File: config.mk
export PLATFORM = sky130hd
export DESIGN_NAME = counter_sequencer
export DESIGN_NICKNAME = d
export VERILOG_FILES = /design/src/rtl/counter_sequencer.sv
export SDC_FILE = /design/constraint.sdc
export NUM_CORES = 1
export LEC_CHECK = 0
export BUFFER_PORTS_ARGS = -buffer_cell sky130_fd_sc_hd__buf_4
export CAP_MARGIN = 25
export CORE_MARGIN = 2
export CORE_UTILIZATION = 40
export CTS_CLUSTER_SIZE = 8
export DETAILED_ROUTE_END_ITERATION = 8
export PLACE_DENSITY = 0.67
export RECOVER_POWER = 50
export SYNTH_ARGS = -nofsm -noshare
export SYNTH_HDL_FRONTEND = slang
export SYNTH_SLANG_ARGS = --single-unit
export TNS_END_PERCENT = 1
File: constraint.sdc
create_clock -name CLK -period 2.15 [get_ports CLK]
set_clock_uncertainty 0.2 [all_clocks]
set_input_delay 0.215 -clock CLK [delete_from_list [all_inputs] [get_ports CLK]]
set_output_delay 0.215 -clock CLK [all_outputs]
set_load 0.005 [all_outputs]
File: src/rtl/counter_sequencer.sv
// counter_sequencer: drives a loadable up-counter through repeated start->end passes.
module counter_sequencer #(
  parameter int WIDTH = 5,
  parameter int RPT_W = 4
) (
  input  logic             CLK,
  input  logic             RST,
  input  logic             START,
  input  logic             ABORT,
  input  logic [WIDTH-1:0] START_VAL,
  input  logic [WIDTH-1:0] END_VAL,
  input  logic [RPT_W-1:0] REPEAT,
  input  logic [WIDTH-1:0] COUNT,
  output logic             CNT_ENA,
  output logic             CNT_LOAD,
  output logic [WIDTH-1:0] CNT_DATA,
  output logic             CNT_RST_N,
  output logic             BUSY,
  output logic             DONE,
  output logic [RPT_W-1:0] PASS_CNT
);
  localparam logic [1:0] S_IDLE = 2'd0;
  localparam logic [1:0] S_LOAD = 2'd1;
  localparam logic [1:0] S_RUN  = 2'd2;
  localparam logic [1:0] S_DONE = 2'd3;
  logic [1:0]       r_state;
  logic [1:0]       w_next;
  logic [WIDTH-1:0] r_start;
  logic [WIDTH-1:0] r_end;
  logic [RPT_W-1:0] r_rpt;
  logic [RPT_W-1:0] r_pass;
  logic             r_cnt_rst_n;
  logic             w_match;
  logic             w_accept;
  logic             w_pass_end;
  always_comb begin
    w_match    = COUNT == r_end;
    w_accept   = r_state == S_IDLE && START && !ABORT;
    w_pass_end = r_state == S_RUN && w_match && !ABORT;
    w_next     = ABORT                ? S_IDLE :
                 r_state == S_IDLE    ? (START ? S_LOAD : S_IDLE) :
                 r_state == S_LOAD    ? S_RUN :
                 r_state == S_RUN     ? (w_match ? (r_pass == r_rpt ? S_DONE : S_LOAD) : S_RUN) :
                 S_IDLE;
  end
  always_ff @(posedge CLK) begin
    if (RST) begin
      r_state     <= S_IDLE;
      r_start     <= '0;
      r_end       <= '0;
      r_rpt       <= '0;
      r_pass      <= '0;
      r_cnt_rst_n <= 1'b0;
    end else begin
      r_state     <= w_next;
      r_cnt_rst_n <= !ABORT;
      if (w_accept) begin
        r_start <= START_VAL;
        r_end   <= END_VAL;
        r_rpt   <= REPEAT;
        r_pass  <= '0;
      end
      if (w_pass_end) r_pass <= r_pass + 1'b1;
    end
  end
  // Enable drops combinationally on the match so the counter parks on the end value.
  always_comb begin
    CNT_LOAD  = r_state == S_LOAD;
    CNT_ENA   = CNT_LOAD || (r_state == S_RUN && !w_match);
    CNT_DATA  = CNT_LOAD ? r_start : '0;
    CNT_RST_N = r_cnt_rst_n;
    BUSY      = r_state == S_LOAD || r_state == S_RUN;
    DONE      = r_state == S_DONE;
    PASS_CNT  = r_pass;
  end
endmodule

* Word-level counts from Yosys, hierarchy flattened *
Index checks and enable logic that the tools add are counted.

word-level totals
  bits in registers = 21
  output and inout bits = 14

operators by class
  $add $sub $neg = 1
  eq/ne operators = 5
  multiplexer cells = 9
  reductions and logical operators = 12

operators by type and width
  operator             number
  $mux 2               5
  $mux 4               2
  $eq 5x5->1           1
  $logic_and 1x1->1    5
  $mux 5               1
  $add 4x1->4 const B  1
  $eq 2x2->1 const B   2
  $eq 4x4->1           1
  $eq 2x1->1 const B   1
  $logic_not 1->1      2
  $logic_not 2->1      1
  $logic_or 1x1->1     2
  $reduce_bool 2->1    1
  $reduce_or 2->1      1
  $mux 1               1

* Logic depth before layout (Yosys ltp) *
  word-level depth = 6
  gate-level depth with buffers = 8

* Least setup slack after synthesis *
OpenSTA, ideal clock, no wires.

  kind = reg2reg
  start point = reg r_state[0]
  end point = reg r_pass[3] (netlist: PASS_CNT[3])
  data arrival time = 1.465 ns
  slack = 0.411 ns
  cell stages (with the launch flop) = 7
  buffers on the path = 0
  clock period less this slack = 1.739 ns
  path through = dfxtp_1 -> inv_1 -> ha_1 -> nor2b_1 -> nand3_2 -> or4_1 -> a31oi_1

between the ends
  longest elaborated chain between the ends = 4
  elaborated cells on any way between the ends = 8
  classes of those cells = eq/ne: 1; mux: 1; reduce/logical: 6

RTL lines
  element                                                   line    text
  start, declared                                           26      logic [1:0] r_state;
  start signal, assigned                                    55      r_state <= w_next;
  $eq 2x2->1 or $logic_not 2->1 (tied branches)             39, 38
  $logic_and 1x1->1, on equally long branches (2 in a row)  39, 38
  $mux 4 or $reduce_bool 2->1 (tied branches)               --
  end signal, assigned                                      63      if (w_pass_end) r_pass <= r_pass + 1'b1;
  end, declared                                             31      logic [RPT_W-1:0] r_pass;

Several ways; a longest one is shown, not always the timed one.
A chain may end at the register's enable or synchronous reset.

* Worst setup path after layout *
  start point = reg r_end[3]
  end point = out CNT_ENA

between the ends
  longest elaborated chain between the ends = 4

RTL lines
  element                 line  text
  start, declared         29    logic [WIDTH-1:0] r_end;
  start signal, assigned  50    r_end <= '0;
  start signal, assigned  59    r_end <= END_VAL;
  $eq 5x5->1              37    w_match = COUNT == r_end;
  $logic_not 1->1         69    CNT_ENA = CNT_LOAD || (r_state == S_RUN && !w_match);
  $logic_and 1x1->1       69
  $logic_or 1x1->1        69
  end, declared           14    output logic CNT_ENA,

No other way between the ends.

==> flow_summary_export.csv <==
group,metric,value,unit
global_route,grt_max_degree,21,
sta,rsz0062_at_grt,"false",
drt,dr.pass1.iters,4,
sta,whs,0.0280,ns
synthesis,synthDistinctLibCells,32,
die,die_w,54.8,µm
critical_path,reg2reg_from,"r_state[0]",
clock_network,cts.sinks,21,
synthesis,synthMuxAreaShare,0,%
sta,worstMarginPinSlew,0.605,ns
drt,drt_wl_total,2520,µm
critical_path,critPathSlowestCell,"dfxtp_1",
clock_network,htreeDepth,1,
critical_path,path_buf_inv,1,
die,core_area,0.00245,mm²
synthesis,synth_area,0.00103,mm²
clock_network,insertion_delay,0.30,ns
critical_path,path_delay_family,"simple AND/OR/NAND/NOR gates",
finish,fin_nets,206,
clock_network,numCtsBuffers,3,
finish,drive_gt1_share,27.7,%
hold_path,hold_start,"RST",
power_and_ir_drop,p_leak,0.643,nW
finish,syn_to_final_growth,48.1,%
die,die_y,54.8,µm
synthesis,seq_area_frac_synth,40.8,%
critical_path,reg2regPathDepth,6,
critical_path,crit_path_max_fanout,2,
sta,finalCriticalPeriod,2.03,ns
synthesis,avgSynthCellArea,8.18,µm²
critical_path,criticalPathCategory,"reg2out",
finish,fin_util,62.2,%
critical_path,worstPathCellList,"xnor2_1 > and3_1 > a21boi_0 > or2_2 > buf_4",
synthesis,synth-simple-area-share,26.9,%
global_route,grt_pass1_vias,965,
synthesis,synth-adder-area-share,6.07,%
critical_path,critical-path-max-stage-delay,0.33,ns
drt,drc,0,
drt,post_drt_wl_per_cell,12.2,µm
drt,drt_iter0_markers,21,
clock_network,cts_buffer_depth,2,
clock_network,path_clk_slew,0.12,ns
global_route,grt_remaining_overflow,0,
hold_path,hold_depth,2,
place,portBuffers,36,
synthesis,syn-num-nets,154,
critical_path,r2r-end,"PASS_CNT[2]",
global_route,track_usage,19.0,%
power_and_ir_drop,power_density,478,mW/mm²
sta,fmax,494,MHz
sta,setup_violations,0,
sta,maxSlewHeadroom,59.7,%
clock_network,cts_tree,"built",
clock_network,clock_tree.root_cell,"clkbuf_4",
critical_path,required,1.74,ns
power_and_ir_drop,ir_drop,517,µV
flow_run,maxCapViolations,0,
critical_path,rrSetupSlack,0.18,ns
sta,drv_slew,0,
synthesis,synth_top_family_by_area,"simple AND/OR/NAND/NOR gates",
hold_path,min_to,"r_end[0]",
place,gp_congestion,0.794,
die,io_pins,37,
global_route,grt_pass1_wl,4110,µm
synthesis,syn_inst,126,
die,std_cell_rows,18,
sta,fin_tns_setup,0,ns
hold_path,hold_path.class,"in2reg",
synthesis,ys_ff_latch,21,
sta,finalCritPeriodShare,94.2,%
critical_path,start_kind,"flop",
run_status,status,"finished clean",
drt,ant_nets,0,
critical_path,cp-end-kind,"primary output",
finish,antenna_cells,0,
place,dpl.hpwl,1760,µm
drt,num_vias,1032,
die,initial_core_util,42.0,%
synthesis,synth_compound_area_share,17.0,%
sta,hold_viol,0,
drt,via_per_inst,4.99,
synthesis,synth_xor_area_share,5.10,%
critical_path,cp.arrival,1.61,ns
global_route,antenna_found_initial,0,
die,dieArea,0.00300,mm²
synthesis,yosys_warnings,0,
-- timing repair --
| action | 4_1_cts | 5_1_grt |
|---|---|---|
| hold endpoints to repair | 15 | 0 |
| resized for setup | 0 | 4 |
| endpoints found under the setup margin | 0 | 1 |
| buffers inserted | 0 | 0 |
| hold buffers | 15 | 0 |
-- worst max path at each step --
stage	start	to	slack (ns)	cells after the start
floorplan	r_state[0]	PASS_CNT[3]	0.41	6
global placement	r_state[0]	PASS_CNT[3]	0.34	6
detailed placement	r_state[0]	PASS_CNT[3]	0.28	6
CTS	r_end[0]	CNT_ENA	0.05	5
global route	r_state[0]	PASS_CNT[2]	0.01	6
finish	r_end[3]	CNT_ENA	0.12	5
-- cells in the mapped netlist, drive strengths merged --
cell	instances	area (µm²)
a21boi	2	15.0
a21oi	15	75.1
a222oi	1	10.0
a31oi	2	12.5
and2	6	38.8
and3	2	13.8
buf	1	5.00
clkbuf	5	18.8
dfxtp	21	420
ha	5	62.6
inv	5	18.8
nand2	29	109
nand3	4	30.0
nand4	2	12.5
nand4b	2	17.5
nor2	3	11.3
nor2b	1	6.26
nor3	2	10.0
nor4b	1	8.76
o211a	1	10.0
o211ai	3	22.5
o21ai	1	5.00
o21ba	1	10.0
o22ai	1	6.26
o31a	1	8.76
or2	2	12.5
or4	1	7.51
xnor2	5	43.8
xor2	1	8.76
-- worst reg2reg max path, delay by kind of cell (launching register included) --
kind / cells / cell delay [ns]
buffers and inverters: 1 / 0.08
adder cells (fa/ha/maj): 1 / 0.23
AO/OA/AOI/OAI: 2 / 0.40
AND/OR/NAND/NOR: 2 / 0.61
flip-flops: 1 / 0.38
-- cells in the final DEF, fill, tap and decap left out, types with 2 or more instances in the layout --
master	netlist	routed
inv_1	5	5
clkbuf_1	5	3
nor2_1	3	3
nand2_1	29	29
a21oi_1	15	15
clkbuf_4	0	10
o211ai_1	3	3
xnor2_2	0	4
dlygate4sd3_1	0	15
nand4b_1	2	2
dfxtp_1	21	21
a21boi_0	2	2
buf_4	0	28
and2_1	5	5
nand3_2	2	2
nand3_1	2	2
ha_1	5	5
nand4_1	2	2
nor3_1	2	2
a31oi_1	2	2
-- cell type report --
cell class | count | area [µm²]
clock inverter | 1 | 5.00
clock buffer | 3 | 22.5
sequential | 21 | 420
inverter | 5 | 18.8
tap | 30 | 37.5
fill | 219 | 928
multi-input combinational | 94 | 598
timing repair buffer | 53 | 424
-- cell families after synthesis --
family	Yosys count
buf+inv	11
simple gates	55
flops	21
fa+ha+maj	5
xor+xnor	6
compound gates	28
-- per-layer routing --
metal / share of wire (%) / up-vias / track usage (%)
li1: - / 534 / -
met5: 0 / - / 0
met1: 41 / 475 / 22.9
met3: 3.5 / 2 / 3.28
met2: 55 / 21 / 34.1
met4: 0.48 / 0 / 5.00
-- where the power goes --
part	internal (mW)	leakage (nW)	switching, mW
clock	0.0692	0.0177	0.119
combinational	0.0743	0.454	0.0569
sequential	0.403	0.171	0.00809
-- state kept, by name, indices dropped and copies added (netlist names) --
| register | count |
|---|---|
| r_end | 5 |
| r_rpt | 4 |
| r_start | 5 |
| CNT_RST_N | 1 |
| r_state | 2 |
| PASS_CNT | 4 |
-- through the flow --
stage	instance area (µm²)	worst slack [ns]	total power, mW	std cells
6_report	1530	0.124	0.730	207
5_1_grt	1530	0.0119	0.770	207
3_5_place_dp	1330	0.282	0.526	188
2_1_floorplan	1030	0.411	0.473	126
4_1_cts	1510	0.0547	0.732	207
3_3_place_gp	1330	0.341	0.523	188
(Power assumes the default switching activity.)
